==> src/rtl/ltl_mon_pkg.sv <==
// Shared helpers for the LTL monitor cluster: event record sizing,
// counter saturation value and slice indexing for the flat buses.
package ltl_mon_pkg;

  // Event record is {timestamp, property mask}.
  function automatic int unsigned evt_rec_w(input int unsigned ts_w, input int unsigned np);
    return ts_w + np;
  endfunction

  // All-ones value of a w-bit counter (w capped at 64).
  function automatic logic [63:0] cnt_sat(input int unsigned w);
    if (w >= 64) return '1;
    return (64'd1 << w) - 64'd1;
  endfunction

  // Low bit of field idx in a flat bus of w-bit fields.
  function automatic int unsigned slice_lo(input int unsigned idx, input int unsigned w);
    return idx * w;
  endfunction

endpackage

==> src/rtl/ltl_evt_fifo.sv <==
// Shift-register event FIFO: the head always sits in entry 0, so the head
// output comes straight from a flop. Supports push and pop in one cycle,
// including push while full when a pop frees the slot.
module ltl_evt_fifo #(
  parameter int W     = 8,
  parameter int DEPTH = 4,
  parameter int LW    = $clog2(DEPTH + 1)
) (
  input  logic          clk,
  input  logic          rst_n,
  input  logic          flush,
  input  logic          push,
  input  logic [W-1:0]  push_data,
  input  logic          pop,
  output logic [W-1:0]  head,
  output logic [LW-1:0] level,
  output logic          full,
  output logic          empty
);

  logic [W-1:0]  mem_q [DEPTH];
  logic [W-1:0]  shift_in [DEPTH];
  logic [LW-1:0] level_q;
  logic [LW-1:0] wr_idx;
  logic          push_ok, pop_ok;

  assign empty   = (level_q == '0);
  assign full    = (level_q == LW'(DEPTH));
  assign pop_ok  = pop & ~empty;
  assign push_ok = push & (~full | pop_ok);
  // On a simultaneous pop everything shifts down one, so the tail slot moves too.
  assign wr_idx  = pop_ok ? level_q - 1'b1 : level_q;
  assign head    = mem_q[0];
  assign level   = level_q;

  for (genvar i = 0; i < DEPTH; i++) begin : g_shift
    if (i == DEPTH - 1) begin : g_last
      assign shift_in[i] = '0;
    end else begin : g_mid
      assign shift_in[i] = mem_q[i+1];
    end
  end

  // Entry storage: write at tail, shift toward head on pop.
  always_ff @(posedge clk or negedge rst_n) begin
    if (!rst_n) begin
      for (int i = 0; i < DEPTH; i++) mem_q[i] <= '0;
    end else if (flush) begin
      for (int i = 0; i < DEPTH; i++) mem_q[i] <= '0;
    end else begin
      for (int i = 0; i < DEPTH; i++) begin
        if (push_ok && wr_idx == LW'(i)) mem_q[i] <= push_data;
        else if (pop_ok)                 mem_q[i] <= shift_in[i];
      end
    end
  end

  // Occupancy tracking.
  always_ff @(posedge clk or negedge rst_n) begin
    if (!rst_n)                  level_q <= '0;
    else if (flush)              level_q <= '0;
    else if (push_ok && !pop_ok) level_q <= level_q + 1'b1;
    else if (pop_ok && !push_ok) level_q <= level_q - 1'b1;
  end

endmodule

==> src/rtl/ltl_monitor_cluster.sv <==
// Aggregates automaton report-state hits into per-property LTL verdicts,
// sticky flags, saturating hit counters and a timestamped event FIFO.
module ltl_monitor_cluster
  import ltl_mon_pkg::*;
#(
  parameter int NUM_PROPS  = 13,
  parameter int NUM_REPORT = 4,
  parameter int CNT_W      = 16,
  parameter int TS_W       = 32,
  parameter int FIFO_DEPTH = 8,
  parameter int LVL_W      = $clog2(FIFO_DEPTH + 1)
) (
  input  logic                          clk,
  input  logic                          reset,
  input  logic                          run,
  input  logic [NUM_PROPS*NUM_REPORT-1:0] report_hits,
  input  logic                          clear,
  output logic [NUM_PROPS-1:0]          ltl_hit,
  output logic [NUM_PROPS-1:0]          ltl_sticky,
  output logic [NUM_PROPS*CNT_W-1:0]    hit_count,
  output logic                          evt_valid,
  input  logic                          evt_ready,
  output logic [TS_W-1:0]               evt_ts,
  output logic [NUM_PROPS-1:0]          evt_mask,
  output logic [LVL_W-1:0]              evt_level,
  output logic                          evt_overflow
);

  localparam int unsigned REC_W = evt_rec_w(TS_W, NUM_PROPS);
  localparam logic [CNT_W-1:0] CNT_MAX = CNT_W'(cnt_sat(CNT_W));

  logic [NUM_PROPS-1:0] hit_vec;
  logic [TS_W-1:0]      ts_q;
  logic [REC_W-1:0]     head;
  logic                 fifo_push, fifo_full, fifo_empty;

  // Per-property OR reduction and saturating counter.
  for (genvar p = 0; p < NUM_PROPS; p++) begin : g_prop
    localparam int unsigned HLO = slice_lo(p, NUM_REPORT);
    localparam int unsigned CLO = slice_lo(p, CNT_W);
    logic [CNT_W-1:0] cnt_q;

    assign hit_vec[p] = run & (|report_hits[HLO +: NUM_REPORT]);
    assign hit_count[CLO +: CNT_W] = cnt_q;

    // Count hits, holding at all-ones.
    always_ff @(posedge clk or negedge reset) begin
      if (!reset)                              cnt_q <= '0;
      else if (clear)                          cnt_q <= '0;
      else if (hit_vec[p] && cnt_q != CNT_MAX) cnt_q <= cnt_q + 1'b1;
    end
  end

  // Verdicts: per-cycle and sticky.
  always_ff @(posedge clk or negedge reset) begin
    if (!reset) begin
      ltl_hit    <= '0;
      ltl_sticky <= '0;
    end else if (clear) begin
      ltl_hit    <= '0;
      ltl_sticky <= '0;
    end else begin
      ltl_hit    <= hit_vec;
      ltl_sticky <= ltl_sticky | hit_vec;
    end
  end

  // Run-cycle timestamp; frozen while run is low.
  always_ff @(posedge clk or negedge reset) begin
    if (!reset)     ts_q <= '0;
    else if (clear) ts_q <= '0;
    else if (run)   ts_q <= ts_q + 1'b1;
  end

  assign fifo_push = (|hit_vec) & ~clear;

  // Drop flag: full FIFO with no pop frees no slot for the new record.
  always_ff @(posedge clk or negedge reset) begin
    if (!reset)                                     evt_overflow <= 1'b0;
    else if (clear)                                 evt_overflow <= 1'b0;
    else if (fifo_push && fifo_full && !evt_ready)  evt_overflow <= 1'b1;
  end

  ltl_evt_fifo #(
    .W     (REC_W),
    .DEPTH (FIFO_DEPTH),
    .LW    (LVL_W)
  ) u_fifo (
    .clk       (clk),
    .rst_n     (reset),
    .flush     (clear),
    .push      (fifo_push),
    .push_data ({ts_q, hit_vec}),
    .pop       (evt_ready),
    .head      (head),
    .level     (evt_level),
    .full      (fifo_full),
    .empty     (fifo_empty)
  );

  assign evt_valid = ~fifo_empty;
  assign evt_ts    = head[REC_W-1 -: TS_W];
  assign evt_mask  = head[NUM_PROPS-1:0];

endmodule

==> config.mk <==
export PLATFORM = sky130hd
export DESIGN_NAME = ltl_monitor_cluster
export DESIGN_NICKNAME = d
export VERILOG_FILES = /design/src/rtl/ltl_mon_pkg.sv /design/src/rtl/ltl_evt_fifo.sv /design/src/rtl/ltl_monitor_cluster.sv
export SDC_FILE = /design/constraint.sdc
export NUM_CORES = 1
export LEC_CHECK = 0
export ABC_AREA = 1
export CORE_UTILIZATION = 60
export CTS_CLUSTER_DIAMETER = 30
export DETAILED_ROUTE_END_ITERATION = 12
export DONT_BUFFER_PORTS = 1
export PLACE_DENSITY = 0.76
export SLEW_MARGIN = 20
export SYNTH_ARGS = -nofsm -noshare
export SYNTH_HDL_FRONTEND = slang
export SYNTH_HIERARCHICAL = 1
export SYNTH_SLANG_ARGS = --single-unit
==> constraint.sdc <==
create_clock -name clk -period 3.1 [get_ports clk]
set_input_delay 0.465 -clock clk [delete_from_list [all_inputs] [get_ports clk]]
set_output_delay 0.465 -clock clk [all_outputs]
set_load 0.01 [all_outputs]
# After elaboration in Yosys (flattened, before gate mapping)
# Index checks and enable logic that the tools add are counted.
word_totals:
  ff_bits: 631
  in_bits: 57
  out_inout_bits: 285
  wordCells: 205
classes:
  add_sub_neg: 16
  n_eq_ne: 21
  mux: 53
  n_bitwise: 21
  reduce_logical: 68
ops:
  columns: ["operator", "n"]
  rows:
  - ["$mux 45", 16]
  - ["$mux 16", 26]
  - ["$mux 360", 1]
  - ["$add 16x1->16 const B", 13]
  - ["$ne 16x16->1 const B", 13]
  - ["$mux 32", 2]
  - ["$reduce_or 4->1", 13]
  - ["$add 32x1->32 const B", 1]
  - ["$reduce_bool 2->1", 15]
  - ["$reduce_bool 3->1", 9]
  - ["$mux 13", 2]
  - ["$logic_and 1x1->1", 25]
  - ["$and 1x1->1", 16]
  - ["$eq 4x3->1 const B", 4]
  - ["$mux 4", 4]
  - ["$or 13x13->13", 1]
  - ["$reduce_or 13->1", 1]
  - ["$eq 4x2->1 const B", 2]
  - ["$logic_not 4->1", 2]
  - ["$add 4x1->4 const B", 1]
  - ["$eq 4x1->1 const B", 1]
  - ["$eq 4x4->1 const B", 1]
  - ["$sub 4x1->4 const B", 1]
  - ["$logic_not 1->1", 3]
  - ["3 further kinds", 6]

# Logic depth before layout (Yosys ltp)
depth:
  ltp_word: 10
  depth_mapped: 16
  mapped_depth_nobuf: 15

# Cells and area by module
# Netlist, hierarchy kept.
modules_own_cells:
  columns: ["module", "n_inst", "cells_per_inst", "area_each_um2", "seq_area_each_um2"]
  rows:
  - ["ltl_evt_fifo", 1, 2745, 19368.6, 9108.7]
  - ["ltl_monitor_cluster", 1, 2069, 15487.4, 6681.4]

# Worst setup path before layout
# OpenSTA, ideal clock, no wires.
synth_path:
  kind: "input to register"
  startpoint: "input port clear"
  endpoint: "register u_fifo/mem_q[100] (netlist name)"
  setup_time_ps: 65
  t_arrival_ps: 2387
  t_required_ps: 3035
  path_slack_ps: 649
  path_stages: 13
  n_path_buf: 4
  path_cell_list: "buf_4 buf_2 buf_1 a21oi_1 inv_1 a21oi_2 nand2_1 nor2_4 nand2_4 a21oi_4 buf_2 nand2_1 nand2_1"
synth_via:
  elab_chain_cells: 6
  word_cells_on_any_way: 7
  cone_classes: "mux (2); bitwise (3); reduce/logical (2)"
synth_lines:
  columns: ["item", "line", "rtl"]
  rows:
  - ["start: declaration", "ltl_monitor_cluster.sv:17", "input logic clear,"]
  - ["$not 1->1 *", "ltl_monitor_cluster.sv:75", "assign fifo_push = (|hit_vec) & ~clear;"]
  - ["$and 1x1->1 *", "ltl_monitor_cluster.sv:75", null]
  - ["net fifo_push", "ltl_monitor_cluster.sv:35", "logic fifo_push, fifo_full, fifo_empty;"]
  - ["$and 1x1->1 *", "ltl_evt_fifo.sv:30", "assign push_ok = push & (~full | pop_ok);"]
  - ["$logic_and 1x1->1 *", "ltl_evt_fifo.sv:52", "if (push_ok && wr_idx == LW'(i)) mem_q[i] <= push_data;"]
  - ["$mux 45", "ltl_evt_fifo.sv:52", null]
  - ["$mux 360", "ltl_evt_fifo.sv:48", "end else if (flush) begin"]
  - ["end signal: indexed assignment", "ltl_evt_fifo.sv:52", null]
  - ["end signal: indexed assignment", "ltl_evt_fifo.sv:53", "else if (pop_ok) mem_q[i] <= shift_in[i];"]
  - ["end: declaration", "ltl_evt_fifo.sv:21", "logic [W-1:0] mem_q [DEPTH];"]
# The timed path passes the listed nets; every way through them passes the cells marked *.
# A chain may end at the register's enable or synchronous reset.

# Worst setup path in the final report
layout_path:
  startpoint: "register u_fifo.level_q[0], in the netlist u_fifo/level[0]"
  endpoint: "register u_fifo.mem_q (netlist bit u_fifo/head[8])"
layout_via:
  elab_chain_cells: 8
  word_cells_on_any_way: 14
  cone_classes: "add/sub (1); eq/ne (1); mux (3); bitwise (5); reduce/logical (4)"
layout_lines:
  columns: ["item", "line", "rtl"]
  rows:
  - ["start: declaration", "ltl_evt_fifo.sv:23", "logic [LW-1:0] level_q;"]
  - ["start signal: assignment", "ltl_evt_fifo.sv:62", "else if (push_ok && !pop_ok) level_q <= level_q + 1'b1;"]
  - ["start signal: assignment", "ltl_evt_fifo.sv:63", "else if (pop_ok && !push_ok) level_q <= level_q - 1'b1;"]
  - ["branches (longest 8 deep; another with $sub 4x1->4)", null, null]
# Several ways; the timed one is not identified.

==> metrics.md <==
| Metric | Value |
|---|---|
| Max-cap violations | 0 |
| Vert. Die Dim | 243.0 um |
| Util after Layout | 0.7003 |
| Post-synthesis instance total | 4814 |
| Pin count of the biggest net entering global routing | 632 |
| Syn-to-layout area delta | 14.38% |
| Vias in the first global route | 30629 |
| Clock network fraction of design power | 0.516 |
| Buffers added on ports | 0 |
| Unrepaired setup endpoints after global routing | false |
| Post-Synthesis Mean Instance Area | 7.241 um^2 |
| Maximum achievable frequency | 355.8 MHz |
| Initial core utilization | 0.6123 |
| Sequential fraction of the synthesis area | 0.4530 |
| Worst setup skew after layout | 19.93 ps |
| Hold Path Class | input port to asynchronous set/reset pin |
| CP max stage cell | sky130_fd_sc_hd__buf_4 |
| Post-layout worst setup margin | 289.4 ps |
| Violations in the final reports | hold timing, slew limit |
| Leading cell types in the layout, fill and taps excluded | sky130_fd_sc_hd__nand2_1, sky130_fd_sc_hd__dfrtp_1, sky130_fd_sc_hd__nand3_1 |
| Core outline area | 56930 um^2 |
| Required time at the worst-slack endpoint | 3680 ps |
| Post-DR vias/cell | 5.719 |
| CTS Buf Count | 145 |
| Worst-path maximum fanout | 30 |
| Max stage delay on crit path | 430 ps |
| Arrival @ worst endpoint | 3390 ps |
| Startpoint type of the worst setup path | flip-flop |
| Number of hold violations in the final report | 458 |
| Detailed placer's ending HPWL | 62210 um |
| Number of synthesized register bits | 631 |
| Cell count of the worst reg-to-reg path | 13 |
| Worst slew margin relative to its limit | -0.7014 |
| Maximum buffer depth of the clock tree | 3 |
| Result of the run | finished, violations left |
| Drt first pass iters | 8 |
| Horizontal die dimension | 243.0 um |
| H-tree Lvls | 4 |
| Placer congestion estimate | 0.9429 |
| Library cell appearing most often on the critical path | sky130_fd_sc_hd__nand2_1 |
| Crit-path cells | inv_1 > ha_1 > nand2_2 > nand2_4 > inv_4 > nand2_1 > nand2_2 > nor2_8 > buf_4 > a21oi_4 > buf_4 > nand2_1 > nand2_1 |
| Nets@finish | 4819 |
| R2R setup slack | 290 ps |
| Final Hold Slack | -539.9 ps |
| Clock tree from TritonCTS | done |
| Sequential share of power | 0.304 |
| LEAKAGE | 0.02048 uW |
| Global router's overall resource usage | 0.3398 |
| Number of top-level pins | 342 |
| Reg2reg end | u_fifo/head[8] |
| Clock Latency Late Sink | 710 ps |
| Global-route wire length before repair | 162600 um |
| DRT iter0 DRCs | 3084 |
| Pin slew with the least headroom to its limit | 2552 ps |
| Routed vias | 32131 |
| Ratio of cells with drive above 1 in the final layout | 0.09502 |
| Pins Over Slew Limit | 308 |
| Drt drc | 0 |
| Cell internal pwr | 19990 uW |
| Number of antenna violations at the first check in global routing | 0 |
| Routed Wire Length | 99620 um |
| Clk Tree Root Cell | sky130_fd_sc_hd__clkbuf_16 |
| Power share of the combinational group | 0.181 |
| R2R Path Start | u_fifo/level[0] |
| Clock sink total | 631 |
| Count of endpoints failing setup in the final report | 0 |
| P per Cell Area | 729.3 nW/um^2 |
| Post CTS Setup Buffer Count | 0 |
| Die ar. | 59060 um^2 |
| Most common cell after layout, fill and taps aside | sky130_fd_sc_hd__nand2_1 |
| Total gr overflow | 0 |
| Reg clk slew, reported paths | 40 ps |
| WL/cell | 17.73 um |
| Placement Setup Slack | 190.9 ps |
| Path type of the worst setup path | flip-flop to flip-flop |
| Switching power summed over all nets | 9091 uW |
| Sum Neg Setup Slack | 0 ps |
| Diodes inserted | 0 |
| Distinct cells, synth | 51 |
| Critical Path End Type | flip-flop |
| Crit path time final | 2811 ps |
| Yosys warning count | 6 |
| Summed instance area of the synthesized netlist | 34860 um^2 |
| Number of rows created at floorplan | 87 |
| Synthesized netlist net count | 4887 |
| Number of buffers inserted by hold repair at cts | 8 |
| Number of nets with antenna violations after routing | 0 |
| Switching Share | 0.3127 |
| Worst IR drop on VDD | 0.0007675 V |
| Part of the cycle the worst path needs | 0.9066 |
metrics by stage:
| step | total power, uW | hold slack (ps) | cells | area (um^2) |
|---|---|---|---|---|
| 5_1_grt | 30060 | -552.6 | 5618 | 39870 |
| 4_1_cts | 29090 | -569.4 | 5618 | 39860 |
| 6_report | 29080 | -539.9 | 5618 | 39870 |
| 3_5_place_dp | 14000 | 181.7 | 5347 | 34900 |
| 2_1_floorplan | 12740 | 169.4 | 4814 | 34860 |
| 3_3_place_gp | 13980 | 180.4 | 5347 | 34900 |
power groups by stage:
stage                     clock (uW)  sequential (uW)  combinational, uW
after global placement             0             8930               5050
after detailed placement           0             8930               5060
after floorplan                    0             8840               3900
after global routing           15600             8840               5610
final                          15000             8830               5260
after CTS                      15100             8820               5140
worst max-delay path, delay by kind of cell (launching register included):
family,cells,cell delay [ps]
AO/OA/AOI/OAI,1,100
AND/OR/NAND/NOR,7,1000
buffers and inverters,4,940
adder cells (fa/ha/maj),1,250
flip-flops,1,370
repair_timing:
item                       CTS  global route
hold endpoints to repair   768           631
resized for setup            0             3
setup endpoints to repair    0           304
per-layer routing:
| layer | routed length (um) | global-route usage | vias to the layer above | share of wire |
|---|---|---|---|---|
| met5 | 0 | 0 | - | 0 |
| met4 | 4541 | 0.1722 | 0 | 0.046 |
| met3 | 7732 | 0.06767 | 285 | 0.078 |
| met2 | 46720 | 0.5469 | 1366 | 0.47 |
| met1 | 40630 | 0.4367 | 15331 | 0.41 |
| li1 | - | - | 15149 | - |
layout make-up:
type	count	area, um^2
timing repair buffer	88	908.4
tap	756	945.9
multi-input combinational	3658	16510
sequential	631	15790
clock buffer	189	4006
clock inverter	74	855.8
inverter	222	857.1
fill	4589	17060
worst max path at each step:
| stage | slack, ps | startpoint | cells after the start | endpoint |
|---|---|---|---|---|
| after floorplan | 650 | clear | 13 | u_fifo/mem_q[100] |
| after global placement | 250 | report_hits[41] | 16 | u_fifo/mem_q[114] |
| after detailed placement | 190 | report_hits[41] | 16 | u_fifo/mem_q[114] |
| after CTS | 20 | run | 14 | u_fifo/mem_q[103] |
| after global routing | 100 | u_fifo/level[0] | 13 | u_fifo/mem_q[234] |
| final | 290 | u_fifo/level[0] | 13 | u_fifo/head[8] |
Yosys cell counts (all sizes together):
library cell	number	area [um^2]
nand2	2243	8566
dfrtp	631	15790
nand3	504	2547
nor2	381	1672
inv	220	848.3
buf	215	1378
o21ai	130	688.2
clkbuf	88	330.3
nand4	84	531.8
xor2	68	603.1
a21oi	65	505.5
nor3	60	359.1
o31ai	45	337.8
xnor2	30	262.8
ha	16	200.2
nor3b	10	75.07
o21bai	4	30.03
and2	3	18.77
nand3b	3	22.52
a31oi	2	12.51
clkinv	2	8.750
nor4	2	12.51
o22ai	2	12.51
a211oi	1	7.510
a31o	1	8.760
and3	1	6.260
o211ai	1	7.510
o21a	1	7.510
or2	1	6.260
kinds of logic after synthesis:
logic type                 after synthesis  synth area share
AOI/OAI and AO/OA                      252           0.04641
xor gates and xnor gates                98           0.02484
adders and majority gates               16          0.005743
buffers and inverters                  525           0.07359
DFF                                    631            0.4530
and+or+nand+nor                       3292            0.3964
state kept, by name, indices dropped and copies added, names as in the netlist:
name          flops
g_prop.cnt_q    208
ts_q             32
ltl_sticky       13
ltl_hit          13
u_fifo/head      45
u_fifo/level      4
evt_overflow      1
u_fifo/mem_q    315
No activity file was read; power rests on OpenSTA's default activity.
